File: config.mk
export PLATFORM = sky130hd
export DESIGN_NAME = peak_detector
export DESIGN_NICKNAME = d
export VERILOG_FILES = /design/src/rtl/peak_detector.sv
export SDC_FILE = /design/constraint.sdc
export NUM_CORES = 1
export LEC_CHECK = 0
export CORE_UTILIZATION = 25
export CTS_CLUSTER_DIAMETER = 120
export CTS_CLUSTER_SIZE = 28
export DETAILED_ROUTE_END_ITERATION = 10
export PLACE_DENSITY_LB_ADDON = 0.05
export SLEW_MARGIN = 25
export SYNTH_ARGS = -nofsm -noshare
export SYNTH_HDL_FRONTEND = slang
export SYNTH_SLANG_ARGS = --single-unit
File: constraint.sdc
create_clock -name clk -period 7.95 [get_ports clk]
set_clock_uncertainty 0.05 [all_clocks]
set_input_delay 1.9875 -clock clk [delete_from_list [all_inputs] [get_ports clk]]
set_output_delay 1.9875 -clock clk [all_outputs]
set_load 0.005 [all_outputs]
File: src/rtl/peak_detector.sv
// Pulse-height analyser: finds threshold-crossing pulses in the shaped filter stream and
// emits each pulse's peak amplitude and peak timestamp over a valid/ready handshake.
module peak_detector #(
  parameter int unsigned SIZE_FILTER_DATA = 16,
  parameter int unsigned TS_WIDTH         = 32,
  parameter int unsigned MIN_WIDTH        = 3,
  parameter int unsigned MAX_WIDTH        = 64,
  parameter int unsigned HOLDOFF          = 8
) (
  input  logic                               clk,
  input  logic                               reset,
  input  logic signed [SIZE_FILTER_DATA-1:0] filter_data,
  input  logic signed [SIZE_FILTER_DATA-1:0] threshold,
  input  logic                               enable,
  output logic                               ev_valid,
  input  logic                               ev_ready,
  output logic signed [SIZE_FILTER_DATA-1:0] ev_amp,
  output logic        [TS_WIDTH-1:0]         ev_time,
  output logic                               ev_pileup,
  output logic        [15:0]                 drop_count
);

  localparam int unsigned WW = $clog2(MAX_WIDTH + 1);
  localparam int unsigned HW = $clog2(HOLDOFF + 1);

  typedef enum logic [1:0] {StIdle, StRise, StWaitLow, StHold} state_e;

  state_e                             state_q, state_d;
  logic signed [SIZE_FILTER_DATA-1:0] x_q;
  logic        [TS_WIDTH-1:0]         ts_q;
  logic signed [SIZE_FILTER_DATA-1:0] max_q, max_d;
  logic        [TS_WIDTH-1:0]         max_t_q, max_t_d;
  logic        [WW-1:0]               width_q, width_d;
  logic        [HW-1:0]               hold_q, hold_d;

  logic                               above;
  logic                               emit;
  logic                               emit_pileup;
  logic signed [SIZE_FILTER_DATA-1:0] emit_amp;
  logic        [TS_WIDTH-1:0]         emit_time;

  assign above = x_q > threshold;

  always_comb begin
    state_d     = state_q;
    max_d       = max_q;
    max_t_d     = max_t_q;
    width_d     = width_q;
    hold_d      = hold_q;
    emit        = 1'b0;
    emit_pileup = 1'b0;
    emit_amp    = max_q;
    emit_time   = max_t_q;
    unique case (state_q)
      StIdle: begin
        if (enable && above) begin
          max_d   = x_q;
          max_t_d = ts_q;
          width_d = WW'(1);
          state_d = StRise;
        end
      end
      StRise: begin
        if (!enable) begin
          state_d = StIdle;
        end else if (above) begin
          // Strict compare: on a tie the earlier sample keeps the timestamp.
          if (x_q > max_q) begin
            max_d   = x_q;
            max_t_d = ts_q;
          end
          width_d = width_q + WW'(1);
          if (width_d == WW'(MAX_WIDTH)) begin
            emit        = 1'b1;
            emit_pileup = 1'b1;
            emit_amp    = max_d;
            emit_time   = max_t_d;
            state_d     = StWaitLow;
          end
        end else if (width_q >= WW'(MIN_WIDTH)) begin
          emit    = 1'b1;
          hold_d  = '0;
          state_d = StHold;
        end else begin
          state_d = StIdle;
        end
      end
      StWaitLow: begin
        if (!enable) begin
          state_d = StIdle;
        end else if (!above) begin
          hold_d  = '0;
          state_d = StHold;
        end
      end
      StHold: begin
        if (!enable || hold_q == HW'(HOLDOFF - 1)) begin
          state_d = StIdle;
        end else begin
          hold_d = hold_q + HW'(1);
        end
      end
      default: state_d = StIdle;
    endcase
  end

  always_ff @(posedge clk or posedge reset) begin
    if (reset) begin
      state_q <= StIdle;
      x_q     <= '0;
      ts_q    <= '0;
      max_q   <= '0;
      max_t_q <= '0;
      width_q <= '0;
      hold_q  <= '0;
    end else begin
      state_q <= state_d;
      x_q     <= filter_data;
      ts_q    <= ts_q + TS_WIDTH'(1);
      max_q   <= max_d;
      max_t_q <= max_t_d;
      width_q <= width_d;
      hold_q  <= hold_d;
    end
  end

  // Output slot: a new event may only replace one that is leaving this same edge.
  always_ff @(posedge clk or posedge reset) begin
    if (reset) begin
      ev_valid   <= 1'b0;
      ev_amp     <= '0;
      ev_time    <= '0;
      ev_pileup  <= 1'b0;
      drop_count <= '0;
    end else if (emit) begin
      if (!ev_valid || ev_ready) begin
        ev_valid  <= 1'b1;
        ev_amp    <= emit_amp;
        ev_time   <= emit_time;
        ev_pileup <= emit_pileup;
      end else if (drop_count != 16'hFFFF) begin
        drop_count <= drop_count + 16'd1;
      end
    end else if (ev_valid && ev_ready) begin
      ev_valid <= 1'b0;
    end
  end

endmodule

Yosys cells after proc, flatten, opt, wreduce, memory -nomap -nowiden
Index checks and enable logic that the tools add are counted.

Bits in registers: 175. Input bits: 36. Logic and storage cells: 103. Output and inout port bits: 66.

Bitwise logic cells: 1. $add $sub $neg: 4. Reductions and logical operators: 16. Mux-type cells: 49. Eq/ne operators: 18. Order comparisons: 3.

Operator list (number): 2-to-1 mux 32 bit (8); 2-to-1 mux 16 bit (8); case mux 32 bit (2 select lines) (1); adder 32 x 1 -> 32 bit (second input constant) (1); > comparator 16 bit (2); case mux 16 bit (2 select lines) (1); 2-to-1 mux 4 bit (6); 2-to-1 mux 7 bit (3); inequality test 2 bit (second input constant) (9); adder 16 x 1 -> 16 bit (second input constant) (1); 2-to-1 mux 2 bit (8); inequality test 16 bit (second input constant) (1); case mux 7 bit (2 select lines) (1); case mux 4 bit (3 select lines) (1); 2-to-1 mux 1 bit (11); case mux 2 bit (4 select lines) (1); AND reduction 4 bit (2); adder 7 x 1 -> 7 bit (second input constant) (1); equality test 7 bit (second input constant) (1); greater-or-equal comparator 7 x 2 -> 1 bit (second input constant) (1); AND reduction 7 bit (1); adder 4 x 1 -> 4 bit (second input constant) (1); equality test 2 bit (second input constant) (2); equality test 4 x 3 -> 1 bit (second input constant) (1); 13 further kinds (18).

Depth between registers and ports, before layout
Gate-level depths: netlist (run 1).

Word-level depth: 8. Depth in mapped cells: 12. Depth with buffers taken out: 10.

Least setup slack after synthesis (run 1)
No wires, ideal clock.

Kind: input port to flip-flop. Start point: input port threshold[15]. End point: register max_t_q[10]. Data required time: 7775 ps. Data arrival time: 4733 ps. Cell stages on the path: 12. Setup time: 125 ps. Path slack: 3041 ps. Path buffers: 2. Cell sequence: inv_1 > ha_1 > nand4_1 > or4_1 > a21o_1 > a211oi_4 > nor2_2 > or3_4 > a21oi_2 > buf_6 > buf_12 > mux2_4.

Cells in the longest elaborated chain, start to end: 4. Elaborated cells between the ends (all ways): 5. Those cells by class: order compare: 1; eq/ne: 2; reduce/logical: 2.

RTL lines: start, declared (line 13) `input logic signed [SIZE_FILTER_DATA-1:0] threshold,`; > comparator 16 bit * (line 42) `assign above = x_q > threshold;`; logical AND 1 bit (line 56) `if (enable && above) begin`; inequality test 2 bit (no line); AND reduction 4 bit (no line) *; end signal, assigned (line 121) `max_t_q <= max_t_d;`; end, declared (line 32) `logic [TS_WIDTH-1:0] max_t_q, max_t_d;`.

Mark *: on every way between the ends. The rest lies on a longest branch, timed or not. A chain may end at the register's enable or synchronous reset.

Worst setup path after layout (run 1)
Start point: input port threshold[14]. End point: register ev_time[22].

Cells in the longest elaborated chain, start to end: 5. Elaborated cells between the ends (all ways): 8. Those cells by class: order compare: 1; mux: 6; reduce/logical: 1.

RTL lines: > comparator 16 bit * (line 42); 2-to-1 mux 1 bit (line 66) `end else if (above) begin`; 2-to-1 mux 1 bit (line 64) `if (!enable) begin`; 2-to-1 mux 1 bit (line 54) `unique case (state_q)`; AND reduction 2 bit (no line); end signal, assigned (line 139) `ev_time <= emit_time;`; end, declared (line 18) `output logic [TS_WIDTH-1:0] ev_time,`.

Marks and branches as above.

==> results of run 1 <==
==> synthesized netlist by cell type, drive strengths merged, types with 16 or more instances <==
library cell	number	area share (%)
xnor2	35	3.7
a21oi	61	3.8
nor2	70	3.2
inv	39	1.7
dfrtp	175	52
mux2	49	7.9
mux2i	48	5.7
o21ai	18	1.1
nand4	21	1.6
nand3	21	1.3
buf	16	1.9
nand2	34	1.5
ha	37	5.5
==> power by group <==
group	internal [mW]	switching (mW)	total [mW]
sequential	1.07	0.148	1.22
combinational	0.427	0.322	0.749
clock	0.454	0.380	0.834
==> kinds of logic after synthesis <==
group | count (synthesis) | synth area share (%)
buffers and inverters | 66 | 4.16
xor gates and xnor gates | 47 | 4.91
and+or+nand+nor | 193 | 11.5
muxes | 97 | 13.7
AOI/OAI and AO/OA | 111 | 8.03
DFF | 175 | 52.2
adders and majority gates | 37 | 5.52
==> worst max path at each step <==
stage / start / end / slack [ns] / cells after the start
detailed placement: threshold[15] / ev_time[9] / 1.81 / 12
global route: threshold[15] / ev_time[18] / 2.10 / 12
floorplan: reset / drop_count[0] / 1.17 / 1
finish: threshold[14] / ev_time[22] / 2.31 / 12
global placement: threshold[14] / ev_time[17] / 1.88 / 12
CTS: threshold[15] / ev_time[22] / 2.28 / 12
==> registers in the layout, indices dropped and copies added, names as in the netlist <==
register	flops
drop_count	16
ev_amp	16
ev_pileup	1
ev_time	32
ev_valid	1
hold_q	4
max_q	16
max_t_q	32
state_q	2
ts_q	32
width_q	7
x_q	16
==> layer usage <==
layer,global-route usage [%],routed length [µm],vias to the layer above,share of wire [%]
met1,17.1,9870,2734,50
li1,-,-,2739,-
met3,2.79,600,16,3.0
met2,18.7,9040,86,46
met5,0,0,-,0
met4,4.76,300,0,1.5
==> final cells by class <==
cell class | count | share of cell area (%)
clock buffer | 19 | 4.35
timing repair buffer | 107 | 10.3
tap | 442 | 5.32
inverter | 39 | 1.48
sequential | 175 | 42.1
clock inverter | 13 | 1.21
multi-input combinational | 485 | 35.3
==> metrics by stage <==
step	worst slack, ns	cells	utilization, %	hold slack, ns
5_1_grt	2.10	1280	31.7	0.456
3_3_place_gp	1.88	1248	30.0	0.418
3_5_place_dp	1.81	1248	30.0	0.427
2_1_floorplan	1.17	726	-	0.407
6_report	2.31	1280	31.7	0.438
4_1_cts	2.28	1280	31.7	0.442
==> results.ini, run 1 <==
[final_layout]
regArea_um2=4380
layout.cells.most_common_list=175 x dfrtp_1, 101 x clkdlybuf4s50_1, 68 x nor2_1
antenna-diode-count=0
drive_above_1_share_pct=9.90
stdcell_area_um2=10400
fill_cells=3348
layout_commonest_cell=dfrtp_1
num-nets-final=898
multi_input_area_um2=3670
syn_to_final_growth_pct=24.1

[pwr]
total_power_mw=2.80
vdd_drop_max_v=0.000159
power.density_nw_per_um2=269
power_leakage_nw=4.47

[synthesis]
synth-seq-cells=175
synth_ff_type=dfrtp_1
seq_area_frac_synth_pct=52.2
synthesis.nets=799
yosys.cell_types.count=53
syn_area_per_cell_um2=11.5
yosysWarnings=0
synth_cells=726
syn_area_um2=8380
async_flop_share_pct=100
synth_edf_count=0

[setup_path]
slowest_delay_ns=0.77
crit_family=buffers and inverters
reg2reg_to=ev_time[22]
r2r_slack_ns=3.90
crit_arrival_ns=5.86
crit_required_ns=8.17
critPathKind=in2reg
critPathBufInv=3
rr_worst_depth=10
critPathCaptureType=flip-flop
critPathMaxFanout=48
crit_chain=clkdlybuf4s50_1, inv_1, ha_1, nand4_1, or4_1, a21o_1, a211oi_4, nor2_2, nor4_4, buf_4, mux2i_1, a21oi_1
reg2reg_from=x_q[15]
start_kind=input pin
crit_slowest_cell=buf_4

[placed_design]
portBuffers=101
place_hpwl_um=13400
placed_cell_area_um2=9820
gp_congestion=0.717

[clock_network]
cts_root_buf=clkbuf_16
cts_resized=0
htreeDepth=4
clk_pin_slew_worst_paths_ns=0.06
cts_tree=yes
insertion_delay_ns=0.44
numCtsBuffers=17
clock_sinks=175
cts_buffer_depth=2
postCtsSetupBuffers=0
cts_hold_buffers=0

[flow_run]
max_cap_violations=0

[grt]
grt_first_pass_wirelength_um=32100
grt_max_degree=104
overflow=0
antenna_found_initial=0
first_global_vias=5738
track_usage_pct=12.4

[die]
core_area_um2=32800
ios=102
start_util_pct=25.6
dieArea_um2=34300
dieWidth_um=185
fp.dieH_um=185
rows=66

[timing]
grt_setup_unrepaired=false
tightestPinTransition_ns=0.988
setup_tns_ns=0
setup_violations=0
final_max_slew_viol_count=0
hold_viol=0
fin_crit_ns=5.64
relSlewSlack_pct=34.2
fmax_ghz=0.177
fin_crit_sh_pct=70.9

[hold_path]
hold_depth=1
min-delay-start=drop_count[6]
holdCritPathClass=reg2reg
whs_endpoint=drop_count[6]

[routing]
wire_per_inst_um=15.5
drt-pass1-iter-count=4
first_iter_violations=280
route.vias.total=5575
vias_per_cell=4.36
drc=0
finalWirelength_um=19800
ant_nets=0

[outcome]
outcome=finished, final reports clean

Note: power is estimated with default switching activity, not from simulation.
==> inputs of run 2 (changes only) <==
clock period = 5.5 ns   (was 7.95 ns; I/O delays follow)
==> results.ini, run 2 (synthesis gave the netlist of run 1 again) <==
[final_layout]
num-nets-final=905
drive_above_1_share_pct=10.7
layout.cells.most_common_list=175 x dfrtp_1, 101 x clkdlybuf4s50_1, 68 x nor2_1
final_core_utilization_pct=32.1
layout_commonest_cell=dfrtp_1
layout.cells.non_filler=1287
syn_to_final_growth_pct=25.4
stdcell_area_um2=10500
antenna-diode-count=0
reg_top3=ev_time (32), max_t_q (32), ts_q (32)

[clock_network]
cts_hold_buffers=0
htreeDepth=4
numCtsBuffers=17
cts_root_buf=clkbuf_16
cts_resized=0
postCtsSetupBuffers=0
clk_pin_slew_worst_paths_ns=0.07
cts_buffer_depth=2
insertion_delay_ns=0.44
clock_sinks=175
cts_tree=yes

[flow_run]
max_cap_violations=0

[pwr]
vdd_drop_max_v=0.000216
power.density_nw_per_um2=390
total_power_mw=4.10
power_leakage_nw=4.52

[setup_path]
rr_worst_depth=10
critPathKind=in2reg
reg2reg_to=max_q[10]
crit_arrival_ns=4.99
r2r_slack_ns=1.72
critPathMaxFanout=37
crit_required_ns=5.76
reg2reg_from=x_q[15]
start_kind=input pin
critPathCaptureType=flip-flop

[grt]
overflow=0
grt_first_pass_wirelength_um=32300
grt_max_degree=79
first_global_vias=5942
antenna_found_initial=0
track_usage_pct=12.4

[timing]
setup_violations=0
post-route-worst-setup-slack_ns=0.768
fin_crit_sh_pct=86.0
fin_crit_ns=4.73
final_max_slew_viol_count=0
grt_setup_unrepaired=false
fin_hold_ws_ns=0.438
relSlewSlack_pct=60.8
setup_tns_ns=0
fmax_ghz=0.211
tightestPinTransition_ns=0.583
hold_viol=0

[outcome]
outcome=finished, final reports clean

[die]
dieWidth_um=185
fp.dieH_um=185
rows=66
core_area_um2=32800
start_util_pct=25.6
ios=102
dieArea_um2=34300

[routing]
route.met3.wl_um=609
first_iter_violations=256
ant_nets=0
highest_layer=met4
met1_length_um=9820
drt-pass1-iter-count=4
met2_wirelength_um=9190
vias_per_cell=4.37
drc=0
finalWirelength_um=19900
wire_per_inst_um=15.4
route.vias.total=5618

[placed_design]
placed_cell_area_um2=9890
place_hpwl_um=14100
portBuffers=101
place_inst=1254
place_ws_ns=0.256
gp_congestion=0.748

[hold_path]
holdCritPathClass=reg2reg
min-delay-start=max_t_q[31]
hold_depth=1
whs_endpoint=max_t_q[31]

## run 2: area by class of cell
type	instances	area [µm²]
fillers	3336	22300
flip-flops and latches	175	4380
multi-input cells	485	3670
repair buffers	114	1160
well taps	442	553
clock buffers	18	439
clock inverters	14	163
inverters	39	150
## run 2: how the worst max path moves through the flow
stage             startpoint     endpoint  slack, ns  cells after the start
6_report       threshold[15]    max_q[10]       0.77                     12
3_5_place_dp   threshold[15]  max_t_q[31]       0.26                     12
3_3_place_gp   threshold[15]  max_t_q[31]       0.33                     12
2_1_floorplan  threshold[15]  max_t_q[10]       1.20                     12
4_1_cts        threshold[15]  max_t_q[31]       0.72                     12
5_1_grt        threshold[15]  max_t_q[31]       0.58                     12
## run 2: report_power, final
part | switching (mW) | internal (mW) | total [mW]
logic | 0.474 | 0.625 | 1.10
clock network | 0.592 | 0.664 | 1.26
registers | 0.199 | 1.55 | 1.75
## run 2: layer usage
| metal | vias up | track usage [%] |
|---|---|---|
| met2 | 87 | 19.8 |
| met4 | 0 | 4.26 |
| met3 | 13 | 2.67 |
| met1 | 2766 | 16.7 |
| met5 | - | 0 |
| li1 | 2752 | - |
## run 2: worst max-delay path: stages
cell	delay (ns)
clkdlybuf4s50_1	0.50
inv_1	0.06
ha_1	0.30
nand4_1	0.16
or4_1	0.60
a21o_1	0.22
a211oi_4	0.33
nor2_2	0.15
or3_4	0.43
a21oi_4	0.19
buf_12	0.31
mux2_1	0.35
==> inputs of run 3 (changes only) <==
CORE_ASPECT_RATIO = 0.9   (was unset)
CTS_CLUSTER_DIAMETER = 200   (was 120)
==> results.ini, run 3 (synthesis gave the netlist of run 1 again) <==
[clock_network]
clk_pin_slew_worst_paths_ns=0.06
cts_hold_buffers=0
cts_root_buf=clkbuf_16
numCtsBuffers=17
htreeDepth=4
postCtsSetupBuffers=0
clock_sinks=175
cts_tree=yes
cts_resized=0
insertion_delay_ns=0.43
cts_buffer_depth=2

[pwr]
p_switching_mw=1.22
vdd_drop_max_v=0.000190
pwr-share-seq_pct=42.5
internal-power_mw=2.90
combPwrFrac_pct=26.7
power_leakage_nw=4.49
clockPowerShare_pct=30.8
power.density_nw_per_um2=394
total_power_mw=4.12
swShare_pct=29.7

[final_layout]
reg_top3=ev_time (32), max_t_q (32), ts_q (32)
fill_cells=3315
final_core_utilization_pct=31.7
syn_to_final_growth_pct=24.7
num-nets-final=900
multi_input_area_um2=3670
regArea_um2=4380
layout_commonest_cell=dfrtp_1
antenna-diode-count=0
stdcell_area_um2=10500
drive_above_1_share_pct=10.0
layout.cells.most_common_list=175 x dfrtp_1, 101 x clkdlybuf4s50_1, 68 x nor2_1

[grt]
grt_first_pass_wirelength_um=32900
track_usage_pct=12.4
antenna_found_initial=1
first_global_vias=5984
grt_max_degree=97
overflow=0

[setup_path]
critPathMaxFanout=47
critPathKind=in2reg
crit_required_ns=5.76
start_kind=input pin
critPathCaptureType=flip-flop
startpoint=threshold[15]
crit_arrival_ns=5.02
reg2reg_from=x_q[15]

[timing]
setup_violations=0
fin_crit_sh_pct=86.6
final_max_slew_viol_count=0
relSlewSlack_pct=45.5
tightestPinTransition_ns=0.815
setup_tns_ns=0
fmax_ghz=0.210
fin_crit_ns=4.76
hold_viol=0
grt_setup_unrepaired=false

[placed_design]
portBuffers=101
place_hpwl_um=13500
gp_congestion=0.782
placed_cell_area_um2=9850

[die]
core_area_um2=32900
rows=63
dieArea_um2=34300
dieWidth_um=195
ios=102
start_util_pct=25.4
fp.dieH_um=176

[routing]
route.vias.total=5658
drc=0
ant_nets=0
first_iter_violations=153
wire_per_inst_um=16.1
drt-pass1-iter-count=4
finalWirelength_um=20300
vias_per_cell=4.48

[outcome]
outcome=finished, final reports clean

[hold_path]
min-delay-start=max_t_q[0]
holdCritPathClass=reg2reg

[flow_run]
max_cap_violations=0

==> run 3: final cells by class <==
| cell class | count | area share [%] |
|---|---|---|
| flip-flops and latches | 175 | 41.9 |
| clock buffers | 19 | 4.24 |
| multi-input cells | 485 | 35.1 |
| repair buffers | 109 | 10.7 |
| inverters | 39 | 1.44 |
| well taps | 422 | 5.05 |
| clock inverters | 13 | 1.56 |
==> run 3: power by group through the flow <==
stage | combinational [mW] | sequential, mW | clock, mW
final | 1.10 | 1.75 | 1.27
after global routing | 1.23 | 1.80 | 1.38
after CTS | 1.12 | 1.76 | 1.33
after detailed placement | 1.12 | 1.78 | 0
after global placement | 1.12 | 1.77 | 0
after floorplan | 0.591 | 1.73 | 0
==> run 3: path summary, 6_finish.rpt <==
path	endpoint	slack, ns	depth (start not counted)
max	max_q[10]	0.74	12
min	max_t_q[0]	0.44	1
max reg2reg	max_q[10]	1.66	10
min reg2reg	max_t_q[0]	0.44	1
max in group asynchronous	max_t_q[26]	3.02	3
min in group asynchronous	ev_time[3]	1.40	2
==> run 3: stage by stage <==
stage,hold WS [ns],setup slack (ns),instances
2_1_floorplan,0.407,1.20,726
3_3_place_gp,0.417,0.382,1230
3_5_place_dp,0.425,0.279,1230
4_1_cts,0.441,0.743,1262
5_1_grt,0.466,0.537,1262
6_report,0.435,0.737,1262
==> run 3: layer usage <==
layer  global-route usage (%)  share of wire [%]
met3                     3.01                3.6
met1                     16.7                 50
met2                     19.2                 45
met5                        0                  0
met4                     4.33                1.5
==> run 3: critical path, cell delays in order <==
cell and delay, ns:
clkdlybuf4s50_1 0.45, inv_1 0.04, ha_1 0.30, nand4_1 0.17, or4_1 0.62, a21o_1 0.23
a211oi_4 0.35, nor2_2 0.15, or3_4 0.43, a21oi_4 0.16, buf_12 0.33, mux2_1 0.36
